$ cat src/rtl/uart_rx_pkg.sv
// Shared types and constants for the UART receiver: state encoding and
// oversampling geometry.
package uart_rx_pkg;

    typedef enum logic [2:0] {
        IDLE,
        START,
        DATA,
        PARITY,
        STOP
    } rx_state_e;

    localparam int unsigned OVERSAMPLE = 16;
    localparam int unsigned HALF_BIT   = 8;
    localparam int unsigned DATA_BITS  = 8;

endpackage

$ cat src/rtl/sync_fifo.sv
// Synchronous first-word-fall-through FIFO. The head entry is presented
// combinationally; pointers carry one extra bit so occupancy is wr - rd.
module sync_fifo #(
    parameter int unsigned DEPTH = 16,
    parameter int unsigned WIDTH = 8
) (
    input  logic                   clk_i,
    input  logic                   rst_i,
    input  logic                   push_i,
    input  logic [WIDTH-1:0]       push_data_i,
    input  logic                   pop_i,
    output logic [WIDTH-1:0]       pop_data_o,
    output logic                   full_o,
    output logic                   empty_o,
    output logic [$clog2(DEPTH):0] level_o
);

    localparam int unsigned AW = $clog2(DEPTH);
    localparam logic [AW:0] FullLevel = (AW + 1)'(DEPTH);

    logic [AW:0]      wr_q, rd_q;
    logic [WIDTH-1:0] mem_q [DEPTH];
    logic             do_push, do_pop;

    assign level_o = wr_q - rd_q;
    assign full_o  = (level_o == FullLevel);
    assign empty_o = (wr_q == rd_q);

    // A pop frees the slot in the same cycle, so a push while full is accepted.
    assign do_push = push_i & (~full_o | pop_i);
    assign do_pop  = pop_i & ~empty_o;

    assign pop_data_o = empty_o ? '0 : mem_q[rd_q[AW-1:0]];

    always_ff @(posedge clk_i) begin
        if (rst_i) begin
            wr_q <= '0;
            rd_q <= '0;
        end else begin
            if (do_push) wr_q <= wr_q + 1'b1;
            if (do_pop)  rd_q <= rd_q + 1'b1;
        end
    end

    always_ff @(posedge clk_i) begin
        if (do_push) mem_q[wr_q[AW-1:0]] <= push_data_i;
    end

endmodule

$ cat src/rtl/uart_rx_fifo.sv
// 8N1 UART receiver with 16x oversampling feeding a FWFT receive FIFO.
// Define UART_RX_PARITY_EN to receive 8E1 frames and drive parity_err.
module uart_rx_fifo
    import uart_rx_pkg::*;
#(
    parameter int unsigned DEPTH = 16,
    parameter int unsigned DIV_W = 16
) (
    input  logic                   wb_clk_i,
    input  logic                   wb_rst_i,
    input  logic                   rx,
    input  logic [DIV_W-1:0]       baud_div,
    output logic [7:0]             rx_data,
    output logic                   rx_valid,
    input  logic                   rx_ready,
    output logic [$clog2(DEPTH):0] level,
    output logic                   frame_err,
    output logic                   overrun_err,
    output logic                   parity_err,
    input  logic                   err_clr
);

    localparam logic [3:0] OsLast   = 4'(OVERSAMPLE - 1);
    localparam logic [3:0] HalfLast = 4'(HALF_BIT - 1);
    localparam logic [2:0] BitLast  = 3'(DATA_BITS - 1);

    rx_state_e        state_q, state_d;
    logic             rx_meta_q, rx_sync_q;
    logic [DIV_W-1:0] cnt_q, cnt_d;
    logic [3:0]       os_q, os_d;
    logic [2:0]       bit_q, bit_d;
    logic [7:0]       shift_q, shift_d;
    logic             armed_q, armed_d;
    logic             tick, cnt_restart;
    logic             push, frame_set, overrun_set;
    logic             fifo_full, fifo_empty;
    logic             frame_err_q, overrun_err_q;
`ifdef UART_RX_PARITY_EN
    logic             par_bad_q, par_bad_d;
    logic             parity_set;
    logic             parity_err_q;
`endif

    always_ff @(posedge wb_clk_i) begin
        if (wb_rst_i) begin
            rx_meta_q <= 1'b1;
            rx_sync_q <= 1'b1;
        end else begin
            rx_meta_q <= rx;
            rx_sync_q <= rx_meta_q;
        end
    end

    assign tick  = (cnt_q == baud_div);
    assign cnt_d = (cnt_restart || tick) ? '0 : cnt_q + 1'b1;

    always_comb begin
        state_d     = state_q;
        os_d        = os_q;
        bit_d       = bit_q;
        shift_d     = shift_q;
        armed_d     = armed_q;
        cnt_restart = 1'b0;
        push        = 1'b0;
        frame_set   = 1'b0;
`ifdef UART_RX_PARITY_EN
        par_bad_d   = par_bad_q;
        parity_set  = 1'b0;
`endif
        unique case (state_q)
            IDLE: begin
                // armed is only set by seeing the line high, so a held break never starts a frame
                if (rx_sync_q) begin
                    armed_d = 1'b1;
                end else if (armed_q) begin
                    state_d     = START;
                    cnt_restart = 1'b1;
                    os_d        = '0;
                end
            end
            START: begin
                if (tick) begin
                    if (os_q == HalfLast) begin
                        os_d  = '0;
                        bit_d = '0;
`ifdef UART_RX_PARITY_EN
                        par_bad_d = 1'b0;
`endif
                        state_d = rx_sync_q ? IDLE : DATA;
                    end else begin
                        os_d = os_q + 4'd1;
                    end
                end
            end
            DATA: begin
                if (tick) begin
                    if (os_q == OsLast) begin
                        os_d    = '0;
                        shift_d = {rx_sync_q, shift_q[7:1]};
                        bit_d   = bit_q + 3'd1;
                        if (bit_q == BitLast) begin
`ifdef UART_RX_PARITY_EN
                            state_d = PARITY;
`else
                            state_d = STOP;
`endif
                        end
                    end else begin
                        os_d = os_q + 4'd1;
                    end
                end
            end
            PARITY: begin
`ifdef UART_RX_PARITY_EN
                if (tick) begin
                    if (os_q == OsLast) begin
                        os_d    = '0;
                        state_d = STOP;
                        if (^{shift_q, rx_sync_q}) begin
                            parity_set = 1'b1;
                            par_bad_d  = 1'b1;
                        end
                    end else begin
                        os_d = os_q + 4'd1;
                    end
                end
`else
                state_d = IDLE;
`endif
            end
            STOP: begin
                if (tick) begin
                    if (os_q == OsLast) begin
                        os_d    = '0;
                        state_d = IDLE;
                        if (rx_sync_q) begin
`ifdef UART_RX_PARITY_EN
                            push = ~par_bad_q;
`else
                            push = 1'b1;
`endif
                        end else begin
                            frame_set = 1'b1;
                            armed_d   = 1'b0;
                        end
                    end else begin
                        os_d = os_q + 4'd1;
                    end
                end
            end
            default: state_d = IDLE;
        endcase
    end

    always_ff @(posedge wb_clk_i) begin
        if (wb_rst_i) begin
            state_q <= IDLE;
            cnt_q   <= '0;
            os_q    <= '0;
            bit_q   <= '0;
            shift_q <= '0;
            armed_q <= 1'b0;
        end else begin
            state_q <= state_d;
            cnt_q   <= cnt_d;
            os_q    <= os_d;
            bit_q   <= bit_d;
            shift_q <= shift_d;
            armed_q <= armed_d;
        end
    end

    sync_fifo #(
        .DEPTH (DEPTH),
        .WIDTH (DATA_BITS)
    ) u_fifo (
        .clk_i       (wb_clk_i),
        .rst_i       (wb_rst_i),
        .push_i      (push),
        .push_data_i (shift_q),
        .pop_i       (rx_ready),
        .pop_data_o  (rx_data),
        .full_o      (fifo_full),
        .empty_o     (fifo_empty),
        .level_o     (level)
    );

    assign rx_valid    = ~fifo_empty;
    assign overrun_set = push & fifo_full & ~rx_ready;

    always_ff @(posedge wb_clk_i) begin
        if (wb_rst_i) begin
            frame_err_q   <= 1'b0;
            overrun_err_q <= 1'b0;
        end else begin
            frame_err_q   <= frame_set | (frame_err_q & ~err_clr);
            overrun_err_q <= overrun_set | (overrun_err_q & ~err_clr);
        end
    end

    assign frame_err   = frame_err_q;
    assign overrun_err = overrun_err_q;

`ifdef UART_RX_PARITY_EN
    always_ff @(posedge wb_clk_i) begin
        if (wb_rst_i) begin
            par_bad_q    <= 1'b0;
            parity_err_q <= 1'b0;
        end else begin
            par_bad_q    <= par_bad_d;
            parity_err_q <= parity_set | (parity_err_q & ~err_clr);
        end
    end

    assign parity_err = parity_err_q;
`else
    assign parity_err = 1'b0;
`endif

endmodule

$ cat config.mk
export PLATFORM = sky130hd
export DESIGN_NAME = uart_rx_fifo
export DESIGN_NICKNAME = d
export VERILOG_FILES = /design/src/rtl/uart_rx_pkg.sv /design/src/rtl/sync_fifo.sv /design/src/rtl/uart_rx_fifo.sv
export SDC_FILE = /design/constraint.sdc
export NUM_CORES = 1
export LEC_CHECK = 0
export CORE_MARGIN = 3
export CORE_UTILIZATION = 55
export DETAILED_ROUTE_END_ITERATION = 7
export PLACE_DENSITY_LB_ADDON = 0.25
export SLEW_MARGIN = 20
export SYNTH_ARGS = -nofsm -noshare
export SYNTH_HDL_FRONTEND = slang
export SYNTH_SLANG_ARGS = --single-unit
$ cat constraint.sdc
create_clock -name wb_clk_i -period 8.1 [get_ports wb_clk_i]
set_input_delay 1.62 -clock wb_clk_i [delete_from_list [all_inputs] [get_ports wb_clk_i]]
set_output_delay 1.62 -clock wb_clk_i [all_outputs]
set_load 0.1 [all_outputs]
==> results.cfg, run 1 <==
[critical_path]
crit_path_max_incr_delay_ps = 1000
arrival_ps = 3510
crit_path_end_kind = primary output
cp.required_ps = 6480
crit_path_frequent_cell = mux4_2
cpMaxStageDelayCell = clkdlybuf4s50_1
path_cells = buf_4 -> mux4_2 -> mux4_2 -> nor2b_1 -> clkdlybuf4s50_1
start_kind = register
cp_max_fo = 32
critPathKind = register to primary output
reg2reg_from = u_fifo.wr_q[0]$_SDFFE_PP0P_

[die]
ios = 38
die_x_um = 124
dieArea_um2 = 15400
initial_utilization_pct = 57.0
core_area_um2 = 13500
num_rows = 42
die_y_um = 124

[clock_network]
ctsHtreeMaxLevel = 4
cts_inserted_buffers = 17
clock-root-buffer = clkbuf_16
worst_setup_hold_path_clk_slew_ps = 70
cts_tree = yes
insertion_delay_ps = 420
cts-resized-gates = 0
clockBufferDepth = 2
cts_sinks = 181
cts_hold_buffers = 0
post_cts_buffers = 0

[power]
ir_worst_vdd_mv = 0.118
p_leak_nw = 3.17
power.density_nw_per_um2 = 203
fin_total_pwr_mw = 1.77

[cells_and_area]
fill_cells = 983
instances_no_fill = 749
drive_above_1_share_pct = 14.8
diodes = 0
area_growth_pct = 13.7
nets = 595
final_core_util_pct = 64.8

[grt]
busiest_layer = met2
grt_util_met1_pct = 27.7
grt_use_met2_pct = 34.6
grt_pass1_wl_mm = 23.7
grt_usage_pct = 21.1
antenna_found_initial = 0
grt_max_degree = 36
use_met3_pct = 4.63
grt_pass1_vias = 4296
grt.overflow.total = 0

[yosys]
synth_nets = 564
ys_types = 43
syn_inst = 529
synth_top_area_share_pct = 50.2
synth_seq_area_share_pct = 64.0
synth_top_area_cell = edfxtp_1
ys_seq_elements = 181
synth_edf_count = 128
synth_area_leaders = edfxtp_1, dfxtp_1, mux4_2
ys_warn_count = 0
synthFlopType = edfxtp_1
async_flop_share_pct = 0
synth_area_um2 = 7660
avgSynthCellArea_um2 = 14.5

[route]
route.detailed.drc = 0
wl_per_cell_um = 19.8
num_vias = 4304
via_per_inst = 5.75
ant_nets = 0
drt_iter0_drc = 431
firstDrtPassIters = 5
wirelength_mm = 14.8

[status]
status = finished clean

[sta]
hold_violations = 0
finalCriticalPeriod_ps = 5130
tightestPinTransition_ps = 1100
slew_headroom_pct = 26.7
slew_violations = 0
fmax_mhz = 195
rsz0062_at_grt = no
fin_worst_skew_ps = 7.89
setup_viol = 0
setup_tns_ps = 0
timing.final.crit_share_pct = 63.4

[placed_design]
port_buffers = 36
gp_congestion = 0.816
placedCellCount = 717
post-dp-hpwl_mm = 9.81

[hold_path]
min_path_type = register to register
holdCritStartpoint = rx_meta_q$_SDFF_PP1_

[flow_run]
drv_cap = 0
[cell families after synthesis]
group,synth area share [%]
AND/OR/NAND/NOR,11.2
buffers and inverters,2.16
flip-flops,64.0
AO/OA/AOI/OAI,2.73
adder cells (fa/ha/maj),2.38
XOR/XNOR,4.46
other,0.0489
multiplexers,13.1
[through the flow]
step,setup WS [ps],hold slack [ps],area [um2]
finish,2970,421,8710
global route,2780,443,8710
CTS,2870,420,8710
detailed placement,3110,403,8160
global placement,3090,397,8160
floorplan,3620,389,7660
[worst paths after layout]
| check | cells after the start | slack (ps) | to |
|---|---|---|---|
| worst max-delay path | 5 | 2970 | rx_data[7] |
| worst min-delay path | 1 | 420 | rx_sync_q$_SDFF_PP1_ |
| worst max register to register | 9 | 4510 | u_fifo.mem_q[15][1]$_DFFE_PP_ |
| worst min register to register | 1 | 420 | rx_sync_q$_SDFF_PP1_ |
[final cells by class]
| class | instances | area [um2] | area share (%) |
|---|---|---|---|
| well taps | 176 | 220 | 2.53 |
| flip-flops and latches | 181 | 4910 | 56.3 |
| clock buffers | 21 | 472 | 5.41 |
| clock inverters | 11 | 73.8 | 0.847 |
| repair buffers | 39 | 383 | 4.39 |
| inverters | 14 | 52.6 | 0.603 |
| multi-input cells | 307 | 2600 | 29.9 |
[worst max-delay path: cells and delay by family (launching register included)]
| kind | cells | cell delay [ps] |
|---|---|---|
| muxes | 2 | 1100 |
| buffers and inverters | 2 | 1510 |
| and+or+nand+nor | 1 | 150 |
| DFF | 1 | 310 |
[layout by cell type (no fill, tap or decap), types with 4 or more instances in the layout]
| cell type | instances |
|---|---|
| a21oi_1 | 18 |
| and4_1 | 4 |
| clkbuf_16 | 18 |
| clkdlybuf4s50_1 | 36 |
| dfxtp_1 | 51 |
| edfxtp_1 | 128 |
| ha_1 | 13 |
| inv_1 | 14 |
| mux2i_1 | 10 |
| mux4_2 | 40 |
| nand2_1 | 21 |
| nand2b_1 | 6 |
| nand3_1 | 16 |
| nand4_1 | 12 |
| nor2_1 | 64 |
| nor2b_1 | 11 |
| nor3_1 | 6 |
| nor4_2 | 4 |
| o21ai_0 | 5 |
| xnor2_1 | 13 |
| xor2_1 | 26 |
[where the power goes]
part | internal (mW) | total (mW) | switching (mW)
logic | 0.0151 | 0.0303 | 0.0151
clock network | 0.418 | 0.752 | 0.334
registers | 0.980 | 0.983 | 0.00321
total | 1.41 | 1.77 | 0.353
[routing by layer]
metal | routed length [um] | vias to the layer above
li1 | - | 2034
met1 | 6240 | 2120
met2 | 7600 | 126
met3 | 720 | 24
met4 | 282 | 0
met5 | 0 | -
[state kept, by name, indices dropped and copies added (netlist names), 3 cells and up, named ones only]
signal	count
bit_q	3
cnt_q	16
os_q	4
shift_q	8
state_q	3
u_fifo.mem_q	128
u_fifo.rd_q	5
u_fifo.wr_q	5
[cells in the mapped netlist (all sizes together) (13+ instances only)]
| master | n |
|---|---|
| a21oi | 18 |
| clkbuf | 15 |
| dfxtp | 53 |
| edfxtp | 128 |
| ha | 13 |
| inv | 14 |
| mux4 | 40 |
| nand2 | 21 |
| nand3 | 16 |
| nor2 | 64 |
| xnor2 | 13 |
| xor2 | 26 |
Power figures use the tool's default switching activity.
==> inputs of run 2 (changes only) <==
==> constraint.sdc (replaced) <==
create_clock -name wb_clk_i -period 5.2 [get_ports wb_clk_i]
set_input_delay 1.04 -clock wb_clk_i [delete_from_list [all_inputs] [get_ports wb_clk_i]]
set_output_delay 1.04 -clock wb_clk_i [all_outputs]
set_load 0.1 [all_outputs]
==> results.cfg, run 2 (same netlist as run 1, synthesis figures left out) <==
[status]
status = finished clean

[critical_path]
path_cells = buf_12 -> mux4_2 -> mux4_2 -> nor2b_1 -> clkdlybuf4s50_1
cpMaxStageDelayCell = clkdlybuf4s50_1
crit_path_max_incr_delay_ps = 990
cp_max_fo = 19
arrival_ps = 3560
cp.required_ps = 4160
critPathKind = register to primary output
path_buf_inv = 2
crit_path_frequent_cell = mux4_2
start_kind = register
crit_path_end_kind = primary output
cpLargestDelayFamily = buffers and inverters

[sta]
rsz0062_at_grt = no
slew_headroom_pct = 34.4
fmax_mhz = 218
whs_ps = 411
slew_violations = 0
setup_viol = 0
fin_worst_skew_ps = 10.7
timing.final.crit_share_pct = 88.4
tightestPinTransition_ps = 981
hold_violations = 0
setup_tns_ps = 0
finalCriticalPeriod_ps = 4600

[route]
wl_per_cell_um = 21.0
ant_nets = 0
drt_iter0_drc = 334
route.detailed.drc = 0
wirelength_mm = 15.8
via_per_inst = 5.80
firstDrtPassIters = 4
num_vias = 4371

[grt]
grt_pass1_vias = 4370
grt_max_degree = 37
grt_pass1_wl_mm = 24.9
grt_usage_pct = 22.4
grt.overflow.total = 0
antenna_found_initial = 0

[die]
core_area_um2 = 13500
dieArea_um2 = 15400
die_x_um = 124
ios = 38
die_y_um = 124
initial_utilization_pct = 57.0
num_rows = 42

[clock_network]
cts_hold_buffers = 0
ctsHtreeMaxLevel = 4
insertion_delay_ps = 420
cts-resized-gates = 0
clock-root-buffer = clkbuf_16
cts_tree = yes
cts_inserted_buffers = 17
cts_sinks = 181
clockBufferDepth = 2
worst_setup_hold_path_clk_slew_ps = 60
post_cts_buffers = 0

[hold_path]
min_path_type = register to register

[cells_and_area]
diodes = 0
area_growth_pct = 14.7
final_cell_mix = edfxtp_1, nor2_1, dfxtp_1
fill_cells = 1008
layout_commonest_cell = edfxtp_1
multiInputGateArea_um2 = 2590
largest_reg_flops = 128
nets = 600
drive_above_1_share_pct = 14.7
regArea_um2 = 4910

[power]
power.density_nw_per_um2 = 324
p_leak_nw = 3.21
ir_worst_vdd_mv = 0.194

[flow_run]
drv_cap = 0

[placed_design]
gp_congestion = 0.791
port_buffers = 36
post-dp-hpwl_mm = 10.3
-- run 2: cell count changes in the layout (fill, tap and decap cells not counted), sizes merged --
cell	delta
clkinvlp	-2
clkinv	+5
clkbuf	-4
buf	+5
inv	-2
bufinv	+3
-- run 2: worst reg2reg max path: cells and delay by family (launching register included) --
family / cells / cell delay (ps)
simple gates: 4 / 1530
fa+ha+maj: 2 / 620
compound gates: 1 / 160
buf+inv: 1 / 120
flops: 1 / 400
xor+xnor: 1 / 220
-- run 2: worst paths after layout --
| kind | startpoint | endpoint | slack (ps) | depth (start not counted) |
|---|---|---|---|---|
| max | register | rx_data[6] | 600 | 5 |
| max reg2reg | u_fifo.wr_q[0]$_SDFFE_PP0P_ | u_fifo.mem_q[6][4]$_DFFE_PP_ | 1760 | 9 |
| min reg2reg | rx_meta_q$_SDFF_PP1_ | rx_sync_q$_SDFF_PP1_ | 410 | 1 |
| min | rx_meta_q$_SDFF_PP1_ | rx_sync_q$_SDFF_PP1_ | 410 | 1 |
-- run 2: layout make-up --
type,count,share of cell area [%]
clock buffer,17,4.84
clock inverter,15,1.85
multi-input combinational,307,29.5
inverter,14,0.598
sequential,181,55.8
tap,176,2.50
timing repair buffer,44,4.92
-- run 2: routing by layer --
layer  up-vias  wire length (um)  track usage [%]  share of wire, %
met1      2160              6670             29.9                42
met4         0               227             6.71               1.4
met2       140              8090             37.2                51
met3        20               854             5.13               5.4
li1       2051                 -                -                 -
met5         -                 0                0                 0
-- run 2: power by group --
part,switching (mW),internal [mW]
Clock,0.519,0.750
Sequential,0.00503,1.53
Combinational,0.0238,0.0236
Total,0.548,2.30
-- run 2: stage by stage --
| step | cell area, um2 | std cells | power, mW | setup slack (ps) | util, % |
|---|---|---|---|---|---|
| after detailed placement | 8210 | 722 | 1.61 | 1020 | 61.0 |
| after global placement | 8210 | 722 | 1.61 | 1060 | 61.0 |
| after floorplan | 7660 | 529 | 1.59 | 724 | - |
| final | 8790 | 754 | 2.85 | 604 | 65.4 |
| after CTS | 8790 | 754 | 2.86 | 542 | 65.4 |
| after global routing | 8790 | 754 | 2.94 | 439 | 65.4 |
